## config.mk

```make
export PLATFORM = sky130hd
export DESIGN_NAME = seq_multiplier_flat
export DESIGN_NICKNAME = d
export VERILOG_FILES = /design/src/rtl/seq_multiplier_pkg.sv /design/src/rtl/seq_multiplier_if.sv /design/src/rtl/seq_multiplier_datapath.sv /design/src/rtl/seq_multiplier.sv /design/src/flat_wrapper.sv
export SDC_FILE = /design/constraint.sdc
export NUM_CORES = 1
export LEC_CHECK = 0
export CAP_MARGIN = 20
export CORE_ASPECT_RATIO = 0.7
export CORE_MARGIN = 3
export CORE_UTILIZATION = 25
export CTS_BUF_LIST = sky130_fd_sc_hd__clkbuf_8 sky130_fd_sc_hd__clkbuf_16
export DETAILED_ROUTE_END_ITERATION = 8
export GPL_ROUTABILITY_DRIVEN = 0
export PLACE_DENSITY = 0.49
export RECOVER_POWER = 25
export SETUP_SLACK_MARGIN = 0.1
export SLEW_MARGIN = 20
export SYNTH_ARGS = -nofsm -noshare
export SYNTH_HDL_FRONTEND = slang
export SYNTH_SLANG_ARGS = --single-unit
```

## constraint.sdc

```tcl
create_clock -name clk -period 2.4 [get_ports clk]
set_clock_uncertainty 0.2 [all_clocks]
set_input_delay 0.48 -clock clk [delete_from_list [all_inputs] [get_ports clk]]
set_output_delay 0.48 -clock clk [all_outputs]
set_load 0.01 [all_outputs]
```

## src/rtl/seq_multiplier_pkg.sv

```systemverilog
// seq_multiplier_pkg: shared FSM state encodings and default operand width for the multiplier, result register and ALU
package seq_multiplier_pkg;
  localparam int WIDTH_DEF = 8;
  typedef enum logic [1:0] {IDLE = 2'd0, RUN = 2'd1, DONE = 2'd2} state_e;
endpackage

```

## src/rtl/seq_multiplier_if.sv

```systemverilog
// seq_multiplier_if: start/a/b request and busy/done/product response bundle; master = ALU control, slave = multiplier
interface seq_multiplier_if import seq_multiplier_pkg::*; #(parameter int WIDTH = WIDTH_DEF);
  logic start;
  logic [WIDTH-1:0] a;
  logic [WIDTH-1:0] b;
  logic busy;
  logic done;
  logic [2*WIDTH-1:0] product;
  modport master(output start, a, b, input busy, done, product);
  modport slave(input start, a, b, output busy, done, product);
endinterface

```

## src/rtl/seq_multiplier_datapath.sv

```systemverilog
// seq_multiplier_datapath: shift-add accumulator {upper, multiplier/lower} and multiplicand register; ports clk, reset, load_i (capture a_i/b_i), step_i (one add+shift), acc_nxt_o (accumulator value after this edge)
module seq_multiplier_datapath #(parameter int WIDTH = 8) (
  input  logic               clk,
  input  logic               reset,
  input  logic               load_i,
  input  logic               step_i,
  input  logic [WIDTH-1:0]   a_i,
  input  logic [WIDTH-1:0]   b_i,
  output logic [2*WIDTH-1:0] acc_nxt_o
);
  logic [2*WIDTH-1:0] acc_q, acc_d;
  logic [WIDTH-1:0] mcand_q, mcand_d;
  logic [WIDTH:0] sum;
  always_comb begin
    sum = {1'b0, acc_q[2*WIDTH-1:WIDTH]} + (acc_q[0] ? {1'b0, mcand_q} : {(WIDTH+1){1'b0}});
    acc_d = load_i ? {{WIDTH{1'b0}}, b_i} : step_i ? {sum, acc_q[WIDTH-1:1]} : acc_q;
    mcand_d = load_i ? a_i : mcand_q;
  end
  always_ff @(posedge clk) begin
    if (reset) begin
      acc_q <= '0;
      mcand_q <= '0;
    end else begin
      acc_q <= acc_d;
      mcand_q <= mcand_d;
    end
  end
  assign acc_nxt_o = acc_d;
endmodule

```

## src/rtl/seq_multiplier.sv

```systemverilog
// seq_multiplier: unsigned WIDTH-cycle shift-add multiplier; ports clk, reset (sync, active-high), bus (slave: start/a/b in, busy/done/product out)
module seq_multiplier import seq_multiplier_pkg::*; #(parameter int WIDTH = WIDTH_DEF) (
  input logic clk,
  input logic reset,
  seq_multiplier_if.slave bus
);
  localparam int CW = WIDTH > 1 ? $clog2(WIDTH) : 1;
  state_e state_q, state_d;
  logic [CW-1:0] cnt_q, cnt_d;
  logic [2*WIDTH-1:0] product_q, product_d, acc_nxt;
  logic load, step, last;
  assign last = cnt_q == CW'(WIDTH - 1);
  always_comb begin
    state_d = state_q;
    cnt_d = cnt_q;
    product_d = product_q;
    load = 1'b0;
    step = 1'b0;
    case (state_q)
      IDLE: begin
        load = bus.start;
        cnt_d = '0;
        state_d = bus.start ? RUN : IDLE;
      end
      RUN: begin
        step = 1'b1;
        cnt_d = last ? '0 : cnt_q + CW'(1);
        state_d = last ? DONE : RUN;
        product_d = last ? acc_nxt : product_q;
      end
      default: state_d = IDLE;
    endcase
  end
  always_ff @(posedge clk) begin
    if (reset) begin
      state_q <= IDLE;
      cnt_q <= '0;
      product_q <= '0;
    end else begin
      state_q <= state_d;
      cnt_q <= cnt_d;
      product_q <= product_d;
    end
  end
  seq_multiplier_datapath #(.WIDTH(WIDTH)) u_dp (
    .clk(clk),
    .reset(reset),
    .load_i(load),
    .step_i(step),
    .a_i(bus.a),
    .b_i(bus.b),
    .acc_nxt_o(acc_nxt)
  );
  assign bus.busy = state_q == RUN;
  assign bus.done = state_q == DONE;
  assign bus.product = product_q;
endmodule

```

## src/flat_wrapper.sv

```systemverilog
// flat-port wrapper written by rule: the top's interface ports become plain ports
module seq_multiplier_flat import seq_multiplier_pkg::*;
#(parameter int WIDTH = WIDTH_DEF)
  (clk, reset, bus_start, bus_a, bus_b, bus_busy, bus_done, bus_product);
  seq_multiplier_if #(.WIDTH(WIDTH)) bus_i ();
  input logic clk;
  input logic reset;
  input wire logic [$bits(bus_i.start)-1:0] bus_start;
  input wire logic [$bits(bus_i.a)-1:0] bus_a;
  input wire logic [$bits(bus_i.b)-1:0] bus_b;
  output wire logic [$bits(bus_i.busy)-1:0] bus_busy;
  output wire logic [$bits(bus_i.done)-1:0] bus_done;
  output wire logic [$bits(bus_i.product)-1:0] bus_product;
  assign bus_i.start = bus_start;
  assign bus_i.a = bus_a;
  assign bus_i.b = bus_b;
  assign bus_busy = bus_i.busy;
  assign bus_done = bus_i.done;
  assign bus_product = bus_i.product;
  seq_multiplier #(.WIDTH(WIDTH)) u_core (.clk(clk), .reset(reset), .bus(bus_i));
endmodule
```

After elaboration in Yosys (flattened, before gate mapping)
Cells that the tools add are included.
{"block": "totals", "reg_bits": 45, "input_bits": 19}
{"block": "classes", "n_addsub": 2, "n_eq_ne": 3, "muxes": 10, "reduce_logical": 3}
{"operator": "16-bit 2-to-1 mux", "n": 2}
{"operator": "8-bit by 9-bit adder with 9-bit output", "n": 1}
{"operator": "8-bit 2-to-1 mux", "n": 1}
{"operator": "3-bit case mux with 2 select lines", "n": 1}
{"operator": "2-bit case mux with 2 select lines", "n": 1}
{"operator": "3-bit by 1-bit adder with 3-bit output (second input constant)", "n": 1}
{"operator": "3-bit equality test (second input constant)", "n": 1}
{"operator": "1-bit 2-to-1 mux", "n": 3}
{"operator": "3-bit 2-to-1 mux", "n": 1}
{"operator": "2-bit by 1-bit equality test with 1-bit output (second input constant)", "n": 1}
{"operator": "2-bit equality test (second input constant)", "n": 1}
{"operator": "2-bit logical NOT", "n": 1}
{"operator": "2-bit 2-to-1 mux", "n": 1}
{"operator": "2-bit AND reduction", "n": 1}
{"operator": "2-bit nonzero test", "n": 1}

Longest topological paths before layout
Gate-level depths: netlist of the first run.
{"block": "logic_depth", "depth_word": 4, "depth_mapped": 9, "ltp_nobuf": 9}

Cells and area by module
From an unflattened synthesis of the first run, not the netlist that was laid out.
{"block": "hier_totals", "cells_unflattened": 256, "hier_area_um2": 2398.6}
{"mod": "seq_multiplier_datapath", "instances": 1, "cells_each": 161, "area_each_um2": 1435.1}
{"mod": "seq_multiplier", "instances": 1, "cells_each": 95, "area_each_um2": 963.4}

Worst setup path after synthesis of the first run
No wires, ideal clock.
{"block": "synth_timing", "kind": "register to register", "start": "register u_core.u_dp.acc_q[0]", "end": "register u_core.u_dp.acc_q[15]", "setup_ns": 0.103, "arrival_ns": 1.882, "path_slack_ns": 0.214, "path_stages_with_launch": 10, "path_buffers": 0, "synth_period_minus_slack_ns": 2.186, "path_cell_list": "dfxtp_1 and2_1 ha_1 inv_1 fa_1 nor2b_2 o21bai_4 a21oi_2 nor4_1 a2111oi_2"}
{"block": "synth_via", "elab_chain_cells": 4}
{"item": "start, declared", "line": "seq_multiplier_datapath.sv:11", "source": "logic [2*WIDTH-1:0] acc_q, acc_d;"}
{"item": "start signal, assigned", "line": "seq_multiplier_datapath.sv:21", "source": "acc_q <= '0;"}
{"item": "start signal, assigned", "line": "seq_multiplier_datapath.sv:24", "source": "acc_q <= acc_d;"}
{"item": "8-bit 2-to-1 mux", "line": "seq_multiplier_datapath.sv:15", "source": "sum = {1'b0, acc_q[2*WIDTH-1:WIDTH]} + (acc_q[0] ? {1'b0, mcand_q} : {(WIDTH+1){1'b0}});"}
{"item": "8-bit by 9-bit adder with 9-bit output", "line": "seq_multiplier_datapath.sv:15"}
{"item": "16-bit 2-to-1 mux (2 in series)", "line": "seq_multiplier_datapath.sv:16", "source": "acc_d = load_i ? {{WIDTH{1'b0}}, b_i} : step_i ? {sum, acc_q[WIDTH-1:1]} : acc_q;"}
No other way between the ends.
A chain may end at the register's enable or synchronous reset.

Worst setup path after layout of the first run
{"block": "layout_timing", "start": "register u_core.u_dp.acc_q[0]", "end": "register u_core.u_dp.acc_q[13]"}
Same word-level chain as after synthesis.

==> results.toml, run 1 <==
[status]
outcome = "finished clean"

[yosys]
syn-num-nets = 281
yosysSeqAreaShare_pct = 40.40
synth_most_common_cell = "nand2_1"
synthTopCellsByCount = "nand2_1 (57), dfxtp_1 (45), a21oi_1 (22)"
synthCells = 251
ys_types = 51
yosys.area.top_type = "dfxtp_1"
synth_top_area_share_pct = 40.40
yosys_register_bits = 45
synth_edf_count = 0
synthFlopType = "dfxtp_1"
synth.area.top_cells = "dfxtp_1 (40%), nand2_1 (9.6%), ha_1 (5.6%)"
yosys_warnings = 0
synth.cell_area_um2 = 2230
async_flop_share_pct = 0
avgSynthCellArea_um2 = 8.883

[critical_path]
worstSetupStartpointType = "register"
crit_start = "u_core.u_dp.acc_q[0]"
cp.required_ps = 2390
crit_type = "register to register"
r2r_start = "u_core.u_dp.acc_q[0]"
critPathMaxFanout = 8
cp.arrival_ps = 2200
endpoint_kind = "register"
regToRegSetupSlack_ps = 190

[timing]
worstMarginPinSlew_ps = 563.5
max_freq_mhz = 453.2
relSlewSlack_pct = 62.44
timing.final.hold_violations = 0
setup_slack_ps = 193.4
finalCriticalPeriod_ps = 2207
rsz0062_at_grt = "true"
finalSetupTns_ps = 0
finalSetupViolations = 0
worst_hold_slack_ps = 249.7
slew_viol_final = 0
fin_crit_sh_pct = 91.94

[routing]
initialDrtViolationCount = 89
ant_nets = 0
wl_per_cell_um = 13.58
vias = 1836
drc_errors = 0
routed_wl_um = 5554
dr.pass1.iters = 4
vias_per_cell = 4.489

[finish]
final_nets = 319
instances_no_fill = 409
final_layout_size_suffix_gt1_share_pct = 14.19
syn_to_final_growth_pct = 28.68
diodes = 0

[clock_tree]
cts_root_buf = "clkbuf_16"
cts.sinks = 45
cts_tree = "built"
cts_buffer_depth = 2
cts_hold_buffers = 0
cts_htree_levels = 2
clock_latency_ps = 290
path_clk_slew_ps = 60
cts_buffers = 5

[floorplan]
rows = 28
fp.dieH_um = 85.02
initial_core_util_pct = 26.08
die_area_um2 = 10110
die_width_um = 118.9
core_um2 = 8548
boundaryPins = 37

[global_routing]
grtUsageTotal_pct = 11.88
grt_pass1_wl_um = 9404
antenna_found_initial = 0
grt_pass1_vias = 1834
grt_max_degree = 25
overflow = 0

[pwr]
p_sw_mw = 0.4190
seqPwrFrac_pct = 45.1
power.clock.fraction_pct = 44.9
cellPowerDensity_nw_per_um2 = 611.6
power.share.switching_pct = 23.88
internal_power_mw = 1.336
leakage_nw = 1.107
combPwrFrac_pct = 9.9
worst_ir_drop_vdd_mv = 0.2253
power.total_mw = 1.755

[worst_hold_path]
worstHoldStart = "u_core.u_dp.mcand_q[3]"
hold_path_class = "register to register"

[place]
dp.cells = 401
placement.io_buffers = 36
pre_cts_slack_ps = 152.2
dp_hpwl_um = 3981

[job]
cap_violations = 0
## state kept, by name, indices dropped and copies added, names as in the netlist
| signal | cells |
|---|---|
| u_core.state_q | 2 |
| u_core.u_dp.mcand_q | 8 |
| u_core.u_dp.acc_q | 16 |
| u_core.cnt_q | 3 |
| u_core.bus.product | 16 |
## power groups by stage
stage	clock network, mW	registers, mW	logic, mW
floorplan	0	0.804	0.109
global placement	0	0.809	0.175
detailed placement	0	0.808	0.175
CTS	0.799	0.792	0.179
global route	0.835	0.795	0.197
finish	0.789	0.792	0.174
## cell usage in the layout (no fill, tap or decap), types with 2 or more instances in the layout
cell type,instances
dfxtp_1,43
nand2b_1,2
clkdlybuf4s50_1,33
o21a_1,2
and3_1,4
inv_1,4
a22oi_1,2
a21oi_1,22
a311oi_2,8
a21o_1,3
o21ai_0,2
a21oi_2,3
nor2_1,21
a22o_1,3
a211oi_1,2
nor3_1,3
nor4b_1,2
nand3_1,2
xnor2_1,4
clkbuf_16,5
buf_4,7
dfxtp_2,2
ha_1,9
and2_1,8
nand2_1,57
## through the flow
stage | utilization [%] | cell area (um2)
6_report | 33.56 | 2869
4_1_cts | 33.53 | 2867
3_5_place_dp | 31.56 | 2698
5_1_grt | 33.56 | 2869
3_3_place_gp | 31.56 | 2698
2_1_floorplan | - | 2230
## path summary, 6_finish.rpt
kind | to | depth (start not counted)
setup / recovery | u_core.u_dp.acc_q[13] | 7
hold / removal | u_core.u_dp.mcand_q[3] | 2
setup reg to reg | u_core.u_dp.acc_q[13] | 7
hold reg to reg | u_core.u_dp.mcand_q[3] | 2
## critical path: stages, from the launching register on
cell and delay (ps):
dfxtp_1 310, buf_4 150, and2_1 150, ha_1 330, a21oi_2 270, a21boi_1 160, or3_1 330, a31o_1 220
## layout make-up
class | instances | area [um2]
Tap cell | 120 | 150.1
Fill cell | 920 | 5679
Inverter | 5 | 21.27
Clock buffer | 5 | 125.1
Multi-Input combinational cell | 187 | 1215
Sequential cell | 45 | 903.4
Timing Repair Buffer | 45 | 419.2
Clock inverter | 2 | 35.03
## what timing repair did
item,CTS,global route
setup buffers,1,0
pin swaps,0,1
setup endpoints to repair,1,7
resized for setup,1,5
## cells by family (layout without fill, tap and decap cells)
group                    after synthesis  in the layout  share of synthesized area [%]
AO/OA/AOI/OAI                         58             58                          21.44
XOR/XNOR                               5              5                          1.964
adder cells (fa/ha/maj)               11             11                          6.510
buffers and inverters                 19             57                          5.331
flip-flops                            45             45                          40.40
AND/OR/NAND/NOR                      113            113                          24.36
## per-layer routing
metal,vias to the layer above,GRT usage [%],routed length [um]
met2,34,15.31,2023
met4,0,4.101,81
li1,945,-,-
met3,8,3.997,264
met5,-,0,0
met1,849,18.03,3184
(Power assumes the default switching activity.)
==> inputs of run 2 (changes only) <==
--- a/config.mk
+++ b/config.mk
@@ -7,7 +7,7 @@
 export LEC_CHECK = 0
 export CAP_MARGIN = 20
 export CORE_ASPECT_RATIO = 0.7
-export CORE_MARGIN = 3
+export CORE_MARGIN = 2
 export CORE_UTILIZATION = 25
 export CTS_BUF_LIST = sky130_fd_sc_hd__clkbuf_8 sky130_fd_sc_hd__clkbuf_16
 export DETAILED_ROUTE_END_ITERATION = 8
==> run 2 against run 1 <==
Compared with the run above:
- final cell count down 0.49%
- hold slack about the same
- die area down 4.0%
- critical path depth down 2
- sequential share of layout area down 0.14 points
- routed wire length down 1.7%
- critical path type unchanged
- largest cell class unchanged
- first-iteration DRC count up 6.7%
==> results.toml, run 2 (synthesis gave the netlist of run 1 again) <==
[global_routing]
grtUsageTotal_pct = 11.97
grt_pass1_wl_um = 9039
overflow = 0
antenna_found_initial = 0
grt_pass1_vias = 1754
grt_max_degree = 34

[timing]
rsz0062_at_grt = "false"
finalSetupViolations = 0
timing.final.hold_violations = 0
slew_viol_final = 0
worstMarginPinSlew_ps = 866.3
fin_crit_sh_pct = 93.14
finalSetupTns_ps = 0
max_freq_mhz = 447.4
finalCriticalPeriod_ps = 2235
relSlewSlack_pct = 42.11

[routing]
vias = 1844
wl_per_cell_um = 13.42
initialDrtViolationCount = 95
dr.pass1.iters = 4
routed_wl_um = 5461
vias_per_cell = 4.531
ant_nets = 0
drc_errors = 0

[place]
dp_hpwl_um = 3909
dp.cells = 400
placement.io_buffers = 36

[critical_path]
cp.required_ps = 2420
r2r_start = "u_core.state_q[1]"
endpoint_kind = "register"
critPathMaxFanout = 22
worstSetupStartpointType = "register"
crit_type = "register to register"
cp.arrival_ps = 2260
regToRegSetupSlack_ps = 160
r2r_cells = 5
r2r_end = "u_core.bus.product[12]"

[status]
outcome = "finished clean"

[pwr]
worst_ir_drop_vdd_mv = 0.2506
leakage_nw = 1.077
power.total_mw = 1.733
cellPowerDensity_nw_per_um2 = 601.5

[clock_tree]
post-cts-setup-buffers = 0
cts_root_buf = "clkbuf_16"
cts_hold_buffers = 0
cts_buffers = 5
path_clk_slew_ps = 60
cts_buffer_depth = 2
cts_htree_levels = 2
cts.sinks = 45
cts_tree = "built"
clock_latency_ps = 290

[floorplan]
fp.dieH_um = 83.02
die_width_um = 116.9
core_um2 = 8548
initial_core_util_pct = 26.08
boundaryPins = 37
die_area_um2 = 9702
rows = 28

[finish]
instances_no_fill = 407
layout_common_cells = "nand2_1 (57), dfxtp_1 (43), clkdlybuf4s50_1 (34), a21oi_1 (22), nor2_1 (21)"
final_common_cell = "nand2_1"
diodes = 0
syn_to_final_growth_pct = 29.24
final_layout_size_suffix_gt1_share_pct = 14.63
final_nets = 317

[job]
cap_violations = 0

[worst_hold_path]
hold_path_class = "register to register"
worstHoldStart = "u_core.u_dp.mcand_q[0]"
min_to = "u_core.u_dp.mcand_q[0]"
min_path_cells = 2
run 2: cell type report:
type,instances,area [um2]
multi-input cells,187,1241
inverters,5,21.27
repair buffers,43,405.4
clock inverters,2,35.03
clock buffers,5,125.1
flip-flops and latches,45,903.4
fillers,952,5667
well taps,120,150.1
run 2: where the power goes:
part	internal [mW]	switching (mW)	total, mW
sequential	0.774	0.0184	0.792
combinational	0.0762	0.0959	0.172
clock	0.483	0.286	0.769
total	1.33	0.400	1.73
run 2: metal layers:
layer / global-route usage, % / vias to the layer above / wire (um)
li1: - / 940 / -
met5: 0 / - / 0
met3: 3.650 / 7 / 212
met1: 18.36 / 868 / 3018
met4: 3.209 / 0 / 53
met2: 15.87 / 29 / 2177
run 2: per-stage QoR:
step | worst slack [ps] | area, um2 | utilization [%] | hold slack (ps)
floorplan | 214.1 | 2230 | - | 231.7
finish | 164.7 | 2882 | 33.71 | 249.9
detailed placement | 159.5 | 2690 | 31.47 | 244.1
global placement | 200.7 | 2690 | 31.47 | 245.1
CTS | 109.6 | 2851 | 33.36 | 253.0
global route | 66.45 | 2882 | 33.71 | 272.9
run 2: worst max-delay path, cell delays in order (launching register included):
cell and delay, ps:
dfxtp_2 350, nand2b_4 230, inv_4 120, nand2_1 510
or4_1 670, nand3_1 80
run 2: worst max-delay path by stage:
stage               slack [ps]                      to            startpoint  depth (start not counted)
global route                70  u_core.bus.product[12]     u_core.state_q[1]                          5
floorplan                  210   u_core.u_dp.acc_q[15]  u_core.u_dp.acc_q[0]                          9
CTS                        110                bus_busy     u_core.state_q[1]                          3
finish                     160  u_core.bus.product[12]     u_core.state_q[1]                          5
detailed placement         160   u_core.u_dp.acc_q[14]  u_core.u_dp.acc_q[0]                          8
global placement           200   u_core.u_dp.acc_q[14]  u_core.u_dp.acc_q[0]                          8
run 2: what timing repair did:
| item | 4_1_cts | 5_1_grt |
|---|---|---|
| pin swaps | 0 | 1 |
| gates resized for setup | 1 | 9 |
| setup endpoints to repair | 1 | 7 |
| cloned | 0 | 0 |
==> inputs of run 3 (changes only) <==
--- a/config.mk
+++ b/config.mk
@@ -14,6 +14,7 @@
 export GPL_ROUTABILITY_DRIVEN = 0
 export PLACE_DENSITY = 0.49
 export RECOVER_POWER = 25
+export REMOVE_ABC_BUFFERS = 1
 export SETUP_SLACK_MARGIN = 0.1
 export SLEW_MARGIN = 20
 export SYNTH_ARGS = -nofsm -noshare
==> run 3 against run 2 <==
Compared with the run above:
- first-iteration DRC count decreased by 12%
- largest cell class unchanged
- non-clock buffer count increased by 1
- critical path type is now register to output pin
- flip-flop and latch count is the same
- worst setup slack improved by 29 ps
==> results.toml, run 3 (synthesis gave the netlist of run 1 again) <==
[floorplan]
initial_core_util_pct = 26.08
boundaryPins = 37
rows = 28
fp.dieH_um = 83.02
core_um2 = 8548
die_width_um = 116.9
die_area_um2 = 9702

[finish]
final_nets = 318
utilization_pct = 33.86
diodes = 0
final_common_cell = "nand2_1"
syn_to_final_growth_pct = 29.80
layout_common_cells = "nand2_1 (57), dfxtp_1 (44), clkdlybuf4s50_1 (34), a21oi_1 (22), nor2_1 (21)"
final_layout_size_suffix_gt1_share_pct = 13.84
fill_cells = 912
instances_no_fill = 409

[timing]
worstMarginPinSlew_ps = 580.4
finalSetupTns_ps = 0
finalSetupViolations = 0
relSlewSlack_pct = 61.30
finalCriticalPeriod_ps = 2206
rsz0062_at_grt = "false"
timing.final.hold_violations = 0
slew_viol_final = 0
max_freq_mhz = 453.3
fin_crit_sh_pct = 91.91
worst_hold_slack_ps = 255.1
setup_slack_ps = 194.1

[place]
dp.cells = 401
dp_hpwl_um = 4176
pre_cts_slack_ps = 5.961
placement.io_buffers = 36

[routing]
drc_errors = 0
initialDrtViolationCount = 84
dr.pass1.iters = 6
vias_per_cell = 4.482
ant_nets = 0
wl_per_cell_um = 13.80
routed_wl_um = 5645
vias = 1833

[worst_hold_path]
min_path_cells = 2
hold_path_class = "register to register"
worstHoldStart = "u_core.u_dp.mcand_q[2]"
min_to = "u_core.u_dp.mcand_q[2]"

[critical_path]
r2r_start = "u_core.u_dp.acc_q[0]"
path_delay_family = "buffers and inverters"
cp.arrival_ps = 1530
cp_num_buf_inv = 2
slowest_stage = "clkdlybuf4s50_1"
worstSetupStartpointType = "register"
r2r_end = "u_core.u_dp.acc_q[14]"
endpoint_kind = "output pin"
critical-path-max-stage-delay_ps = 550
cp.required_ps = 1720
regToRegSetupSlack_ps = 210
critPathMaxFanout = 13
r2r_cells = 7
path_cells = "nand2b_4, inv_4, clkdlybuf4s50_1"
crit_type = "register to output pin"

[pwr]
cellPowerDensity_nw_per_um2 = 609.8
leakage_nw = 1.101
worst_ir_drop_vdd_mv = 0.2830

[clock_tree]
cts_buffers = 5
cts_hold_buffers = 0
cts_htree_levels = 2
path_clk_slew_ps = 60
cts_root_buf = "clkbuf_16"
clock_latency_ps = 290
cts_buffer_depth = 2
cts_tree = "built"
cts.sinks = 45

[global_routing]
grt_max_degree = 25
overflow = 0
grtUsageTotal_pct = 12.02
antenna_found_initial = 0
grt_pass1_vias = 1694
grt_pass1_wl_um = 9066

[status]
outcome = "finished clean"

[job]
cap_violations = 0
-- run 3: how the worst max path moves through the flow --
stage / start / endpoint / slack (ps) / depth (start not counted)
after floorplan: u_core.u_dp.acc_q[0] / u_core.u_dp.acc_q[15] / 210 / 9
after CTS: u_core.u_dp.acc_q[0] / u_core.u_dp.acc_q[13] / 80 / 9
after detailed placement: u_core.u_dp.acc_q[0] / u_core.u_dp.acc_q[15] / 6 / 9
final: u_core.state_q[1] / bus_busy / 190 / 3
after global routing: bus_start / u_core.u_dp.acc_q[0] / 60 / 6
after global placement: u_core.u_dp.acc_q[0] / u_core.u_dp.acc_q[13] / 110 / 9
-- run 3: report_power, final --
group          internal, mW  switching, mW
sequential            0.773         0.0190
clock                 0.516          0.283
combinational        0.0768         0.0966
-- run 3: timing repair --
action / in CTS / in global routing
endpoints found under the setup margin: 2 / 6
buffers inserted: 0 / 0
pin swaps: 1 / 0
resized for setup: 1 / 7
-- run 3: per-stage QoR --
stage / area, um2 / total power, mW
after floorplan: 2132 / 0.8959
after global placement: 2698 / 0.9827
after detailed placement: 2698 / 0.9844
after CTS: 2872 / 1.792
after global routing: 2894 / 1.839
final: 2894 / 1.765
-- run 3: area by class of cell --
class                   instances  area, um2  area share [%]
multi-input cells             187       1232           42.59
flip-flops and latches         45      904.6           31.26
repair buffers                 44      412.9           14.27
well taps                     120      150.1           5.188
clock buffers                   6      138.9           4.799
clock inverters                 2      33.78           1.167
inverters                       5      21.27          0.7350
-- run 3: routing by layer --
layer,wire length [um],track usage [%],up-vias
li1,-,-,952
met1,3196,19.79,836
met2,2161,15.24,41
met3,255,2.920,4
met4,31,2.567,0
met5,0,0,-
-- run 3: worst min-delay path: stages (launching register included) --
cell and delay, ps:
dfxtp_1 310, nand2_1 50, a21oi_1 50
